`src/rtl/fixed_timer_pkg.sv`:
```
// Shared timing constants for blocks derived from the system clock.
// Consumers take their periods from here instead of hard-coding numbers.
package fixed_timer_pkg;

  localparam int unsigned SYS_CLK_HZ    = 4194304;
  localparam int          SAMPLE_PERIOD = 128;

  // Counter width for a phase range of 0..p-1, never narrower than one bit.
  function automatic int cnt_width(input int p);
    return (p <= 2) ? 1 : $clog2(p);
  endfunction

endpackage

```
`src/rtl/fixed_timer.sv`:
```
// Free-running divide-by-PERIOD timer: square wave, rising-edge tick and phase count.
// All three outputs are flops fed by one next-state block, so nothing is decoded at the ports.
module fixed_timer
  import fixed_timer_pkg::*;
#(
  parameter  int PERIOD = SAMPLE_PERIOD,
  localparam int CW     = cnt_width(PERIOD)
) (
  input  logic          clk,
  input  logic          rst_n,
  input  logic          en,
  input  logic          clr,
  output logic          out,
  output logic          tick,
  output logic [CW-1:0] count
);

  if (PERIOD < 2) begin : g_bad_period
    $error("fixed_timer: PERIOD must be >= 2");
  end

  // Low phase takes the extra cycle when PERIOD is odd.
  localparam int          LOW    = PERIOD - PERIOD / 2;
  localparam logic [CW-1:0] LOW_C  = CW'(LOW);
  localparam logic [CW-1:0] LAST_C = CW'(PERIOD - 1);

  logic [CW-1:0] count_nxt;
  logic          out_nxt;
  logic          tick_nxt;

  always_comb begin
    count_nxt = count;
    out_nxt   = out;
    tick_nxt  = 1'b0;
    if (clr) begin
      count_nxt = '0;
      out_nxt   = 1'b0;
    end else if (en) begin
      count_nxt = (count == LAST_C) ? '0 : count + CW'(1);
      out_nxt   = (count_nxt >= LOW_C);
      tick_nxt  = (count_nxt == LOW_C);
    end
  end

  // ---- register stage ----
  always_ff @(posedge clk or negedge rst_n) begin
    if (!rst_n) begin
      count <= '0;
      out   <= 1'b0;
      tick  <= 1'b0;
    end else begin
      count <= count_nxt;
      out   <= out_nxt;
      tick  <= tick_nxt;
    end
  end

endmodule

```
`config.mk`:
```
export PLATFORM = sky130hd
export DESIGN_NAME = fixed_timer
export DESIGN_NICKNAME = d
export VERILOG_FILES = /design/src/rtl/fixed_timer_pkg.sv /design/src/rtl/fixed_timer.sv
export SDC_FILE = /design/constraint.sdc
export NUM_CORES = 1
export LEC_CHECK = 0
export BUFFER_PORTS_ARGS = -buffer_cell sky130_fd_sc_hd__buf_2
export CAP_MARGIN = 25
export CORE_UTILIZATION = 35
export DETAILED_ROUTE_END_ITERATION = 8
export GPL_ROUTABILITY_DRIVEN = 0
export SKIP_CTS_REPAIR_TIMING = 1
export SLEW_MARGIN = 5
export SYNTH_ARGS = -nofsm -noshare
export SYNTH_HDL_FRONTEND = slang
export SYNTH_SLANG_ARGS = --single-unit
```
`constraint.sdc`:
```
create_clock -name clk -period 2.46 [get_ports clk]
set_input_delay 0.369 -clock clk [delete_from_list [all_inputs] [get_ports clk]]
set_output_delay 0.369 -clock clk [all_outputs]
set_load 0.01 [all_outputs]
```
# After elaboration in Yosys (flattened, before gate mapping)
# Index checks and enable logic that the tools add are counted.
dict set report totals {
  word_cells 15
  in_bits 4
  register_bits 9
}
dict set report op_classes {
  n_reduce_logical 1
  mux 7
  n_eq_ne 2
  magnitude_cmp 1
  n_addsub 1
}
# operator n
set op_table {}
lappend op_table {{two-way mux 7 bit} 3}
lappend op_table {{equality test 7 bit, second input constant} 2}
lappend op_table {{adder 7 x 1 -> 7 bit, second input constant} 1}
lappend op_table {{greater-or-equal comparator 7 bit, second input constant} 1}
lappend op_table {{two-way mux 1 bit} 4}
lappend op_table {{nonzero test 2 bit} 1}

# Depth between registers and ports, before layout
# Gate-level depths: netlist of run 1.
dict set report depth {
  depth_word 5
  ltp_mapped 4
}

# Least setup slack after synthesis of run 1
# OpenSTA, ideal clock, no wires.
dict set report synth_timing {
  path_kind {register to register}
  start {register count[0]}
  end {register out}
  setup_ns 0.099
  path_stages_with_launch 5
  t_arrival_ns 1.305
  path_slack_ns 1.055
  path_buffers 0
  path_cell_list {dfrtp_1 > ha_1 > nand2_1 > or3_1 > a311oi_1}
}
dict set report synth_between {
  elab_chain_len 5
  word_cells_on_any_way 6
  cone_classes {add/sub (1); order compare (1); eq/ne (1); mux (3)}
}
# item line
set synth_lines {}
lappend synth_lines {{start, declared} fixed_timer.sv:15} ;# output logic [CW-1:0] count
lappend synth_lines {{start signal, assigned} fixed_timer.sv:52} ;# count <= count_nxt;
lappend synth_lines {{adder 7 x 1 -> 7 bit or equality test 7 bit (tied branches)} fixed_timer.sv:39} ;# count_nxt = (count == LAST_C) ? '0 : count + CW'(1);
lappend synth_lines {{two-way mux 7 bit *} fixed_timer.sv:39}
lappend synth_lines {{greater-or-equal comparator 7 bit *} fixed_timer.sv:40} ;# out_nxt = (count_nxt >= LOW_C);
lappend synth_lines {{two-way mux 1 bit *} fixed_timer.sv:38} ;# end else if (en) begin
lappend synth_lines {{two-way mux 1 bit *} fixed_timer.sv:35} ;# if (clr) begin
lappend synth_lines {{end signal, assigned} fixed_timer.sv:53} ;# out <= out_nxt;
lappend synth_lines {{end, declared} fixed_timer.sv:13} ;# output logic out,
# Mark *: on every way between the ends. The rest lies on a longest branch, timed or not. The select of a mux whose other input is x is not followed.
# A chain may end at the register's enable or synchronous reset.

# Worst setup path in the final report of run 1
# Ends and elaborated chain as after synthesis.

==> key figures, run 1 <==
Global routing
  • GRT overflow: 0
  • Vias in the first global route: 435
  • Global-route wire length before repair: 1911 um
  • Met3 Use GR: 0.08152
  • GR Util met2: 0.2659
  • Top Usage Layer GRT: met2
  • Total GRT Usage: 0.1832
  • Antenna violations before repair: 0
  • Pin count of the biggest net entering global routing: 13
  • Met1 Track Usage GR: 0.2341

Routing
  • Detail Route Antenna Nets: 0
  • Via count: 487
  • Routed WL per cell: between 10 and 15 um
  • TritonRoute pass-1 iters: 4
  • DRT iter0 DRCs: 15
  • DRC viols: 0
  • Post-Route WL: 1123 um
  • DR vias/cell: 5.663

Floorplanning
  • Die area: 1656 um2
  • Die Width: 40.70 um
  • # rows: 13
  • Area of the core: 1350 um2
  • Die H: 40.70 um
  • IO Count: 13
  • Starting Density: 0.3883

Min path
  • Hold Startpoint: clr
  • Worst hold stages: 2
  • Hold EP: count[6]
  • Hold WC Path Type: in -> reg

Status
  • Status: finished, final reports clean

Timing
  • RSZ-0062 raised after global routing: false
  • Tmin final: 1.480 ns
  • Maximum clock frequency: between 600 and 700 MHz
  • Final Skew: 0.001095 ns
  • Worst-Margin Slew: between 0.3 and 0.4 ns
  • Setup_tns: 0 ns
  • Slew headroom: 0.7875
  • Period utilization: 0.6016
  • Final setup viols: 0
  • Max Slew Vio Count: 0
  • Fin. Hold Viols: 0

Clock tree
  • Clk_lat worst skew: 0.26 ns
  • Worst-path clk slew: about 0.06 ns
  • Root buffer cell: clkbuf_4
  • H-tree levels: 1
  • CTS sink cnt: 9
  • CTS tree: yes
  • Clock buffer depth: 2
  • Num CTS Buffers: 3

Synth
  • Post-synth EDFFs: 0
  • Mean area per synthesized cell: approximately 9.0 um2
  • FF+latch count, synth: 9
  • Synthesized cell area: about 520 um2
  • Post-synth cell types: 30
  • Syn Nets: 63
  • Synth warnings: 0
  • Share of synthesized area occupied by flip-flops and latches: 0.4296
  • Mapped Cells: 58
  • Main synth FF type: dfrtp_1
  • Async S/R FF share, synth: 1.000

Job
  • Max Cap Viol: 0

Setup path
  • Slowest cell delay on critical path: 0.44 ns
  • Crit path max-delay family: flip-flops
  • Number of buffers and inverters on the critical path: 0
  • Critical path capture point type: flip-flop
  • R2R Path Start: count[0]
  • Arr. time, crit path: 1.64 ns
  • Critical R2R Capture: out
  • CP startpoint kind: flip-flop
  • Reg2Reg Setup Slack: 0.98 ns
  • Slowest CP cell: dfrtp_1
  • Critical path required time: between 2 and 3 ns
  • Worst-path fanout max: 7
  • Chain of cells forming the critical path: ha_1 -> nand2_1 -> or3_1 -> a311oi_1
  • FF-to-FF path depth: 4
  • Setup CP Type: reg -> reg

Cells and area
  • Final Non-Filler Cells: 86
  • Leading cell types in the layout, fill and taps excluded: buf_2 (12), dfrtp_1 (9), nor2_1 (5)
  • Layout Nets: 77
  • Multi-input gate area: around 280 um2
  • Commonest non-fill, non-tap cell in the layout: buf_2
  • Final Cell Area: between 600 and 700 um2
  • Syn-to-layout area delta: 18.14%
  • Fraction of layout cells with a size suffix above 1: 0.2394
  • Fillers: 132
  • Final cell utilization of the core: 0.4588
  • Register Area: 225.2 um2
  • # diodes: 0

Placement
  • Port Buffers: 12
  • Post-Place Cell Area: 583.1 um2
  • Detail Placement HPWL: 780.3 um
  • Number of instances in the placed design: 81

Power and ir drop
  • Static Leak: ~0.27 nW
  • PwrDens: 480.2 nW/um2
  • VDD IR max: 0.3154 mV
  • Overall power: 0.2974 mW
flip-flops by register name, summed over array words and instances (netlist names):
name   count
tick       1
count      7
out        1
worst register-to-register path, delay by kind of cell, from the launching register on:
| family | cells | cell delay, ns |
|---|---|---|
| AND/OR/NAND/NOR | 2 | 0.39 |
| AO/OA/AOI/OAI | 1 | 0.26 |
| adder cells (fa/ha/maj) | 1 | 0.29 |
| flip-flops | 1 | 0.44 |
metrics by stage:
step	worst slack, ns	hold slack (ns)
global route	0.8385	0.3907
detailed placement	1.001	0.2348
floorplan	1.055	0.07341
global placement	1.077	0.2395
CTS	0.9838	-0.04994
finish	0.9802	0.3875
worst max path at each step:
| stage | start | end | cells after the start |
|---|---|---|---|
| floorplan | count[0] | out | 4 |
| global placement | count[0] | out | 4 |
| detailed placement | count[0] | out | 4 |
| CTS | count[0] | out | 4 |
| global route | count[0] | out | 4 |
| finish | count[0] | out | 4 |
Yosys cell counts (2+ instances only):
cell | count | share of area
a21oi_1 | 2 | 0.019
o21ai_0 | 4 | 0.038
nand2_1 | 4 | 0.029
nor2b_1 | 2 | 0.024
xor2_1 | 2 | 0.033
nand3_1 | 3 | 0.029
a31oi_1 | 2 | 0.024
nand2b_1 | 2 | 0.024
dfrtp_1 | 9 | 0.43
or3_1 | 2 | 0.024
nand4_1 | 3 | 0.036
nor2_1 | 5 | 0.036
cell type report:
cell class | instances | area share
multi-input cells | 44 | 0.4444
flip-flops and latches | 9 | 0.3636
repair buffers | 13 | 0.1131
clock buffers | 4 | 0.04242
well taps | 15 | 0.03030
inverters | 1 | 0.006061
kinds of logic (layout without fill, tap and decap cells):
kind of cell / Yosys count / in the layout / share of synthesized area
mux: 1 / 1 / 0.01909
compound gates: 13 / 13 / 0.1599
simple gates: 27 / 27 / 0.2888
xor+xnor: 2 / 2 / 0.03342
fa+ha+maj: 1 / 1 / 0.02386
buf+inv: 5 / 18 / 0.04532
flops: 9 / 9 / 0.4296
layer usage:
layer  share of wire  vias up
met1            0.48      230
li1                -      241
met3           0.058        2
met4          0.0098        0
met5               0        -
met2            0.45       14
report_power, final:
part           switching (mW)  leakage, nW  internal (mW)
logic                  0.0153        0.132         0.0105
registers             0.00475        0.124          0.151
clock network          0.0530       0.0150         0.0626
total                  0.0731        0.271          0.224
No activity file was read; power rests on OpenSTA's default activity.
==> run 2, diff against run 1 <==
ABC_AREA = 1   (was unset)
clock period = 1.4 ns   (was 2.46 ns; I/O delays follow)
==> run 2 against run 1 <==
Flip-flop and latch count unchanged; count of clock-buffer cells in the layout unchanged; utilization up 5.1 points; global-route usage down 0.34 points; synthesized cell count grew 3.4%; largest power group unchanged.
==> key figures, run 2 <==
Clock tree
  • Worst-path clk slew: 0.05 ns (was 0.06 ns)
  • Clk_lat worst skew: 0.26 ns (about the same)
  • Clock buffer depth: 2 (unchanged)
  • CTS tree: yes (unchanged)
  • H-tree levels: 1 (unchanged)
  • Root buffer cell: clkbuf_4 (unchanged)
  • Num CTS Buffers: 3 (unchanged)
  • CTS sink cnt: 9 (unchanged)

Synth
  • Syn Nets: 65 (was 63)
  • Post-Synth XOR/XNOR Area: 0 (was 0.03341)
  • Async S/R FF share, synth: 1.000 (unchanged)
  • Post-synth EDFFs: 0 (unchanged)
  • Synthesized cell area: 456.7 um2 (was 524.3 um2)
  • Mean area per synthesized cell: 7.611 um2 (was 9.039 um2)
  • Synth warnings: 0 (unchanged)
  • Post-synth cell types: 13 (was 30)
  • Main synth FF type: dfrtp_1 (unchanged)
  • Synth area leaders: dfrtp_1 (49%), nand2_1 (16%), nand3_1 (6.6%), inv_1 (6.6%), nor2_1 (5.8%) (was dfrtp_1 (43%), o21ai_0 (3.8%), nand4_1 (3.6%), nor2_1 (3.6%), xor2_1 (3.3%))
  • Synth top area share: 0.4932 (was 0.4296)
  • Multiplexer share of the synthesized area: 0 (was 0.01909)
  • FF+latch count, synth: 9 (unchanged)
  • Count leader, synth: nand2_1 (was dfrtp_1)
  • Synth Area in Compound Gates: 0.09315 (was 0.1599)
  • Area leader, netlist: dfrtp_1 (unchanged)
  • Largest family of logic cells by synthesized area: simple AND/OR/NAND/NOR gates (unchanged)
  • Synth Area in Simple Gates: 0.3205 (was 0.2888)
  • Commonest cells post-synth: nand2_1 (19), dfrtp_1 (9), inv_1 (8) (was dfrtp_1 (9), nor2_1 (5), nand2_1 (4), o21ai_0 (4))
  • Post-Synth Adder-Cell Area: 0.02740 (was 0.02387)
  • Mapped Cells: 60 (was 58)
  • Share of synthesized area occupied by flip-flops and latches: 0.4932 (was 0.4296)

Setup path
  • Critical path required time: 1.57 ns (was 2.62 ns)
  • FF-to-FF path depth: 6 (was 4)
  • Worst-path fanout max: 5 (was 7)
  • Reg2Reg Setup Slack: 0.13 ns (was 0.98 ns)
  • Slowest cell delay on critical path: 0.42 ns (was 0.44 ns)
  • Setup CP Type: reg -> reg (unchanged)
  • CP most frequent cell: nor2_1
  • CP Depth: 6 (was 4)
  • Slowest CP cell: dfrtp_2 (was dfrtp_1)
  • Crit path max-delay family: flip-flops (unchanged)
  • Arr. time, crit path: 1.44 ns (was 1.64 ns)
  • R2R Path Start: count[0] (unchanged)
  • Chain of cells forming the critical path: ha_2 -> nand3_1 -> nor2_1 -> nor2_2 -> nor2_1 -> a21oi_1 (was ha_1 -> nand2_1 -> or3_1 -> a311oi_1)
  • Number of buffers and inverters on the critical path: 0 (unchanged)
  • CP startpoint kind: flip-flop (unchanged)
  • Critical R2R Capture: count[0] (was out)
  • Critical path capture point type: flip-flop (unchanged)

Cells and area
  • Fillers: 132 (unchanged)
  • Fraction of layout cells with a size suffix above 1: 0.2658 (was 0.2394)
  • Largest Register: count (unchanged)
  • Largest register FFs: 7 (unchanged)
  • Leading cell types in the layout, fill and taps excluded: nand2_1 (19), buf_2 (12), inv_1 (8), dfrtp_1 (8), nor2_1 (7) (was buf_2 (12), dfrtp_1 (9), nor2_1 (5))
  • Layout Nets: 85 (was 77)
  • Syn-to-layout area delta: 29.04% (was 18.14%)
  • # diodes: 0 (unchanged)
  • Commonest non-fill, non-tap cell in the layout: nand2_1 (was buf_2)
  • Top Registers: count x7, out x1, tick x1 (unchanged)

Placement
  • Port Buffers: 12 (unchanged)
  • Detail Placement HPWL: 737.3 um (was 780.3 um)
  • Post-place setup slack: 0.1320 ns (was 1.001 ns)

Min path
  • Worst hold stages: 3 (was 2)
  • Hold EP: count[1] (was count[6])
  • Hold Startpoint: en (was clr)
  • Hold WC Path Type: in -> reg (unchanged)

Routing
  • Detail Route Antenna Nets: 0 (unchanged)
  • Routed WL per cell: 10.51 um (was 13.06 um)
  • DR vias/cell: 4.710 (was 5.663)
  • DRT iter0 DRCs: 6 (was 15)
  • TritonRoute pass-1 iters: 4 (unchanged)
  • Post-Route WL: 977 um (was 1123 um)
  • DRC viols: 0 (unchanged)
  • Via count: 438 (was 487)

Global routing
  • Pin count of the biggest net entering global routing: 10 (was 13)
  • Total GRT Usage: 0.1798 (was 0.1832)
  • Vias in the first global route: 392 (was 435)
  • GRT overflow: 0 (unchanged)
  • Global-route wire length before repair: 1656 um (was 1911 um)
  • Antenna violations before repair: 0 (unchanged)

Job
  • Max Cap Viol: 0 (unchanged)

Timing
  • Tmin final: 1.268 ns (was 1.480 ns)
  • Setup_tns: 0 ns (unchanged)
  • Period utilization: 0.9056 (was 0.6016)
  • Slew headroom: 0.8600 (was 0.7875)
  • Maximum clock frequency: 788.8 MHz (was 675.8 MHz)
  • Setup ws final: 0.1322 ns (was 0.9802 ns)
  • Worst-Margin Slew: 0.2100 ns (was 0.3188 ns)
  • RSZ-0062 raised after global routing: false (unchanged)
  • Final Skew: 0.002330 ns (was 0.001095 ns)
  • Fin. Hold Viols: 0 (unchanged)
  • Final setup viols: 0 (unchanged)
  • Max Slew Vio Count: 0 (unchanged)

Power and ir drop
  • PwrDens: 1077 nW/um2 (was 480.2 nW/um2)
  • VDD IR max: 0.5220 mV (was 0.3154 mV)
  • Static Leak: 0.3235 nW (was 0.2707 nW)
  • Overall power: 0.6345 mW (was 0.2974 mW)

Floorplanning
  • Area of the core: 1156 um2 (was 1350 um2)
  • Starting Density: 0.3950 (was 0.3883)
  • # rows: 12 (was 13)
  • Die H: 38.12 um (was 40.70 um)
  • Die area: 1453 um2 (was 1656 um2)
  • Die Width: 38.12 um (was 40.70 um)
  • IO Count: 13 (unchanged)

Status
  • Status: finished, final reports clean (unchanged)
==> run 2: power breakdown <==
group	leakage [nW]	switching (mW)	internal, mW
Clock	0.0150	0.0853	0.109
Sequential	0.122	0.0277	0.286
Combinational	0.186	0.0653	0.0608
==> run 2: cells by family after synthesis <==
kind of cell             count (synthesis)
AND/OR/NAND/NOR                         35
flip-flops                               9
buffers and inverters                    8
AO/OA/AOI/OAI                            7
adder cells (fa/ha/maj)                  1
==> run 2: worst max path at each step <==
stage	endpoint	start	slack, ns
floorplan	tick	count[0]	0.19
global placement	tick	count[0]	0.15
detailed placement	tick	count[0]	0.13
CTS	tick	count[0]	0.12
global route	count[6]	count[1]	0.04
finish	count[0]	count[0]	0.13
==> run 2: worst register-to-register path, stage by stage, from the launching register on <==
cell and delay [ns]:
dfrtp_2 0.42, ha_2 0.20, nand3_1 0.10, nor2_1 0.06, nor2_2 0.20, nor2_1 0.06
a21oi_1 0.14
==> run 2: final cells by class <==
cell class,count,area [um2],share of cell area
Multi-Input combinational cell,43,203.9,0.3461
Timing Repair Buffer,15,85.08,0.1444
Tap cell,14,17.52,0.02972
Inverter,8,30.03,0.05096
Clock buffer,4,26.28,0.04459
Sequential cell,9,226.5,0.3843
==> run 2: routing by layer <==
| layer | up-vias | wire length, um | share of wire | global-route usage |
|---|---|---|---|---|
| met3 | 4 | 67 | 0.069 | 0.08721 |
| met5 | - | 0 | 0 | 0 |
| met1 | 190 | 454 | 0.46 | 0.2243 |
| met2 | 11 | 432 | 0.44 | 0.2458 |
| li1 | 233 | - | - | - |
| met4 | 0 | 23 | 0.024 | 0.1071 |
==> run 2: per-stage QoR <==
stage          cells  instance area (um2)    util  hold WS (ns)
6_report          93                589.3  0.5097        0.2278
5_1_grt           93                589.3  0.5097        0.2292
4_1_cts           91                568.0  0.4913       -0.2104
3_5_place_dp      87                541.8  0.4686       0.07485
3_3_place_gp      87                541.8  0.4686       0.06986
2_1_floorplan     60                456.7       -      -0.08559
==> run 3, diff against run 2 <==
clock period = 1.3 ns   (was 1.4 ns; I/O delays follow)
==> run 3 against run 2 <==
Non-clock buffer count is 1 higher; worst setup slack worse by 0.063 ns; via count increased by 3.7%; fmax up 3.0%; critical path type unchanged; clock skew down 0.0021 ns; die area did not move; hold slack got worse by 0.023 ns; count of clock-buffer cells in the layout stayed put.
==> key figures, run 3 (synthesis gave the netlist of run 2 again) <==
Status
  • Status: finished, final reports clean (unchanged)

Clock tree
  • Root buffer cell: clkbuf_4 (unchanged)
  • H-tree levels: 1 (unchanged)
  • Worst-path clk slew: 0.06 ns (was 0.05 ns)
  • CTS tree: yes (unchanged)
  • Clock buffer depth: 2 (unchanged)
  • Clk_lat worst skew: 0.26 ns (about the same)
  • CTS sink cnt: 9 (unchanged)
  • Num CTS Buffers: 3 (unchanged)

Routing
  • Via count: 454 (was 438)
  • DR vias/cell: 4.830 (was 4.710)
  • Routed WL per cell: 11.40 um (was 10.51 um)
  • Detail Route Antenna Nets: 0 (unchanged)
  • TritonRoute pass-1 iters: 4 (unchanged)
  • DRC viols: 0 (unchanged)
  • DRT iter0 DRCs: 7 (was 6)
  • Post-Route WL: 1072 um (was 977 um)

Timing
  • Final Skew: 0.0002150 ns (was 0.002330 ns)
  • Slew headroom: 0.8428 (was 0.8600)
  • Final setup viols: 0 (unchanged)
  • Hold_ws: 0.2051 ns (was 0.2278 ns)
  • Maximum clock frequency: 812.3 MHz (was 788.8 MHz)
  • Max Slew Vio Count: 0 (unchanged)
  • Fin. Hold Viols: 0 (unchanged)
  • Period utilization: 0.9470 (was 0.9056)
  • Tmin final: 1.231 ns (was 1.268 ns)
  • Setup_tns: 0 ns (unchanged)
  • Worst-Margin Slew: 0.2358 ns (was 0.2100 ns)

Cells and area
  • Top Registers: count x7, out x1, tick x1 (unchanged)
  • Final Cell Area: 600.6 um2 (was 589.3 um2)
  • Largest register FFs: 7 (unchanged)
  • Commonest non-fill, non-tap cell in the layout: nand2_1 (unchanged)
  • Leading cell types in the layout, fill and taps excluded: nand2_1 (19), buf_2 (12), dfrtp_1 (9) (was nand2_1 (19), buf_2 (12), inv_1 (8), dfrtp_1 (8), nor2_1 (7))
  • Fraction of layout cells with a size suffix above 1: 0.2750 (was 0.2658)
  • Layout Nets: 86 (was 85)
  • Syn-to-layout area delta: 31.51% (was 29.04%)
  • Largest Register: count (unchanged)
  • # diodes: 0 (unchanged)

Setup path
  • End of the critical path: tick (was count[0])
  • Setup CP Type: reg -> reg (unchanged)
  • Critical R2R Capture: tick (was count[0])
  • Slowest CP cell: dfrtp_1 (was dfrtp_2)
  • Critical path required time: 1.48 ns (was 1.57 ns)
  • Worst-path fanout max: 5 (unchanged)
  • Slowest cell delay on critical path: 0.38 ns (was 0.42 ns)
  • R2R Path Start: count[1] (was count[0])
  • Critical path origin: count[1] (was count[0])
  • Chain of cells forming the critical path: ha_2 -> nand3_2 -> nor2_1 -> nor2_2 -> nand3_1 -> nor2_1 (was ha_2 -> nand3_1 -> nor2_1 -> nor2_2 -> nor2_1 -> a21oi_1)
  • Critical path capture point type: flip-flop (unchanged)
  • Reg2Reg Setup Slack: 0.07 ns (was 0.13 ns)
  • Arr. time, crit path: 1.42 ns (was 1.44 ns)
  • FF-to-FF path depth: 6 (unchanged)
  • CP most frequent cell: nor2_1 (unchanged)
  • CP startpoint kind: flip-flop (unchanged)

Power and ir drop
  • Overall power: 0.6966 mW (was 0.6345 mW)
  • Gate power share: 0.233 (was 0.199)
  • Clock power share: 0.302 (was 0.307)
  • VDD IR max: 0.7110 mV (was 0.5220 mV)
  • Net switching power: 0.1970 mW (was 0.1783 mW)
  • Cell Int Power: 0.4997 mW (was 0.4561 mW)
  • PwrDens: 1160 nW/um2 (was 1077 nW/um2)
  • Sequential power share: 0.465 (was 0.494)
  • Switching power share of the total: 0.2828 (was 0.2811)
  • Static Leak: 0.3296 nW (was 0.3235 nW)

Floorplanning
  • # rows: 12 (unchanged)
  • Area of the core: 1156 um2 (unchanged)
  • Die H: 38.12 um (unchanged)
  • Die area: 1453 um2 (unchanged)
  • Die Width: 38.12 um (unchanged)
  • Starting Density: 0.3950 (unchanged)
  • IO Count: 13 (unchanged)

Placement
  • Detail Placement HPWL: 776.6 um (was 737.3 um)
  • Port Buffers: 12 (unchanged)
  • Post-Place Cell Area: 556.8 um2 (was 541.8 um2)

Global routing
  • GRT overflow: 0 (unchanged)
  • Top Usage Layer GRT: met2 (unchanged)
  • Met1 Track Usage GR: 0.2000 (was 0.2243)
  • Antenna violations before repair: 0 (unchanged)
  • Pin count of the biggest net entering global routing: 10 (unchanged)
  • Total GRT Usage: 0.1742 (was 0.1798)
  • Global-route wire length before repair: 1676 um (was 1656 um)
  • Vias in the first global route: 404 (was 392)
  • GR Util met2: 0.2924 (was 0.2458)
  • Met3 Use GR: 0.08721 (unchanged)

Job
  • Max Cap Viol: 0 (unchanged)

Min path
  • Hold WC Path Type: in -> reg (unchanged)
[run 3: worst min path at each step]
stage / startpoint / cells past startpoint / to / slack [ns]
after CTS: rst_n / 1 / count[1] / -0.22
after global placement: rst_n / 1 / count[2] / 0.06
after global routing: en / 3 / count[1] / 0.23
after floorplan: rst_n / 0 / count[0] / -0.10
after detailed placement: rst_n / 1 / count[2] / 0.06
final: en / 3 / count[1] / 0.21
[run 3: final cells by class]
cell class	count	area, um2
fill	124	555.5
sequential	9	225.2
multi-input combinational	43	209.0
timing repair buffer	16	92.59
inverter	8	30.03
clock buffer	4	26.28
tap	14	17.52
[run 3: worst max-delay path: cells and delay by family (launching register included)]
kind	cells	cell delay [ns]
DFF	1	0.38
and+or+nand+nor	5	0.57
adders and majority gates	1	0.21
[run 3: per-stage QoR]
| stage | utilization | setup WS (ns) | std cells |
|---|---|---|---|
| final | 0.5195 | 0.06889 | 94 |
| after global routing | 0.5195 | -0.007858 | 94 |
| after CTS | 0.5043 | 0.01698 | 93 |
| after detailed placement | 0.4816 | 0.07923 | 89 |
| after global placement | 0.4816 | 0.1194 | 89 |
| after floorplan | - | 0.09363 | 60 |
[run 3: layer usage]
metal,part of all wire,vias to the layer above
met5,0,-
met4,0,0
met3,0.060,0
met2,0.48,11
met1,0.46,208
li1,-,235
[run 3: power groups by stage]
stage	Combinational, mW	Sequential, mW	Clock (mW)
after floorplan	0.0464	0.353	0
after global placement	0.160	0.325	0
after detailed placement	0.156	0.328	0
after CTS	0.157	0.323	0.220
after global routing	0.179	0.326	0.240
final	0.162	0.324	0.210
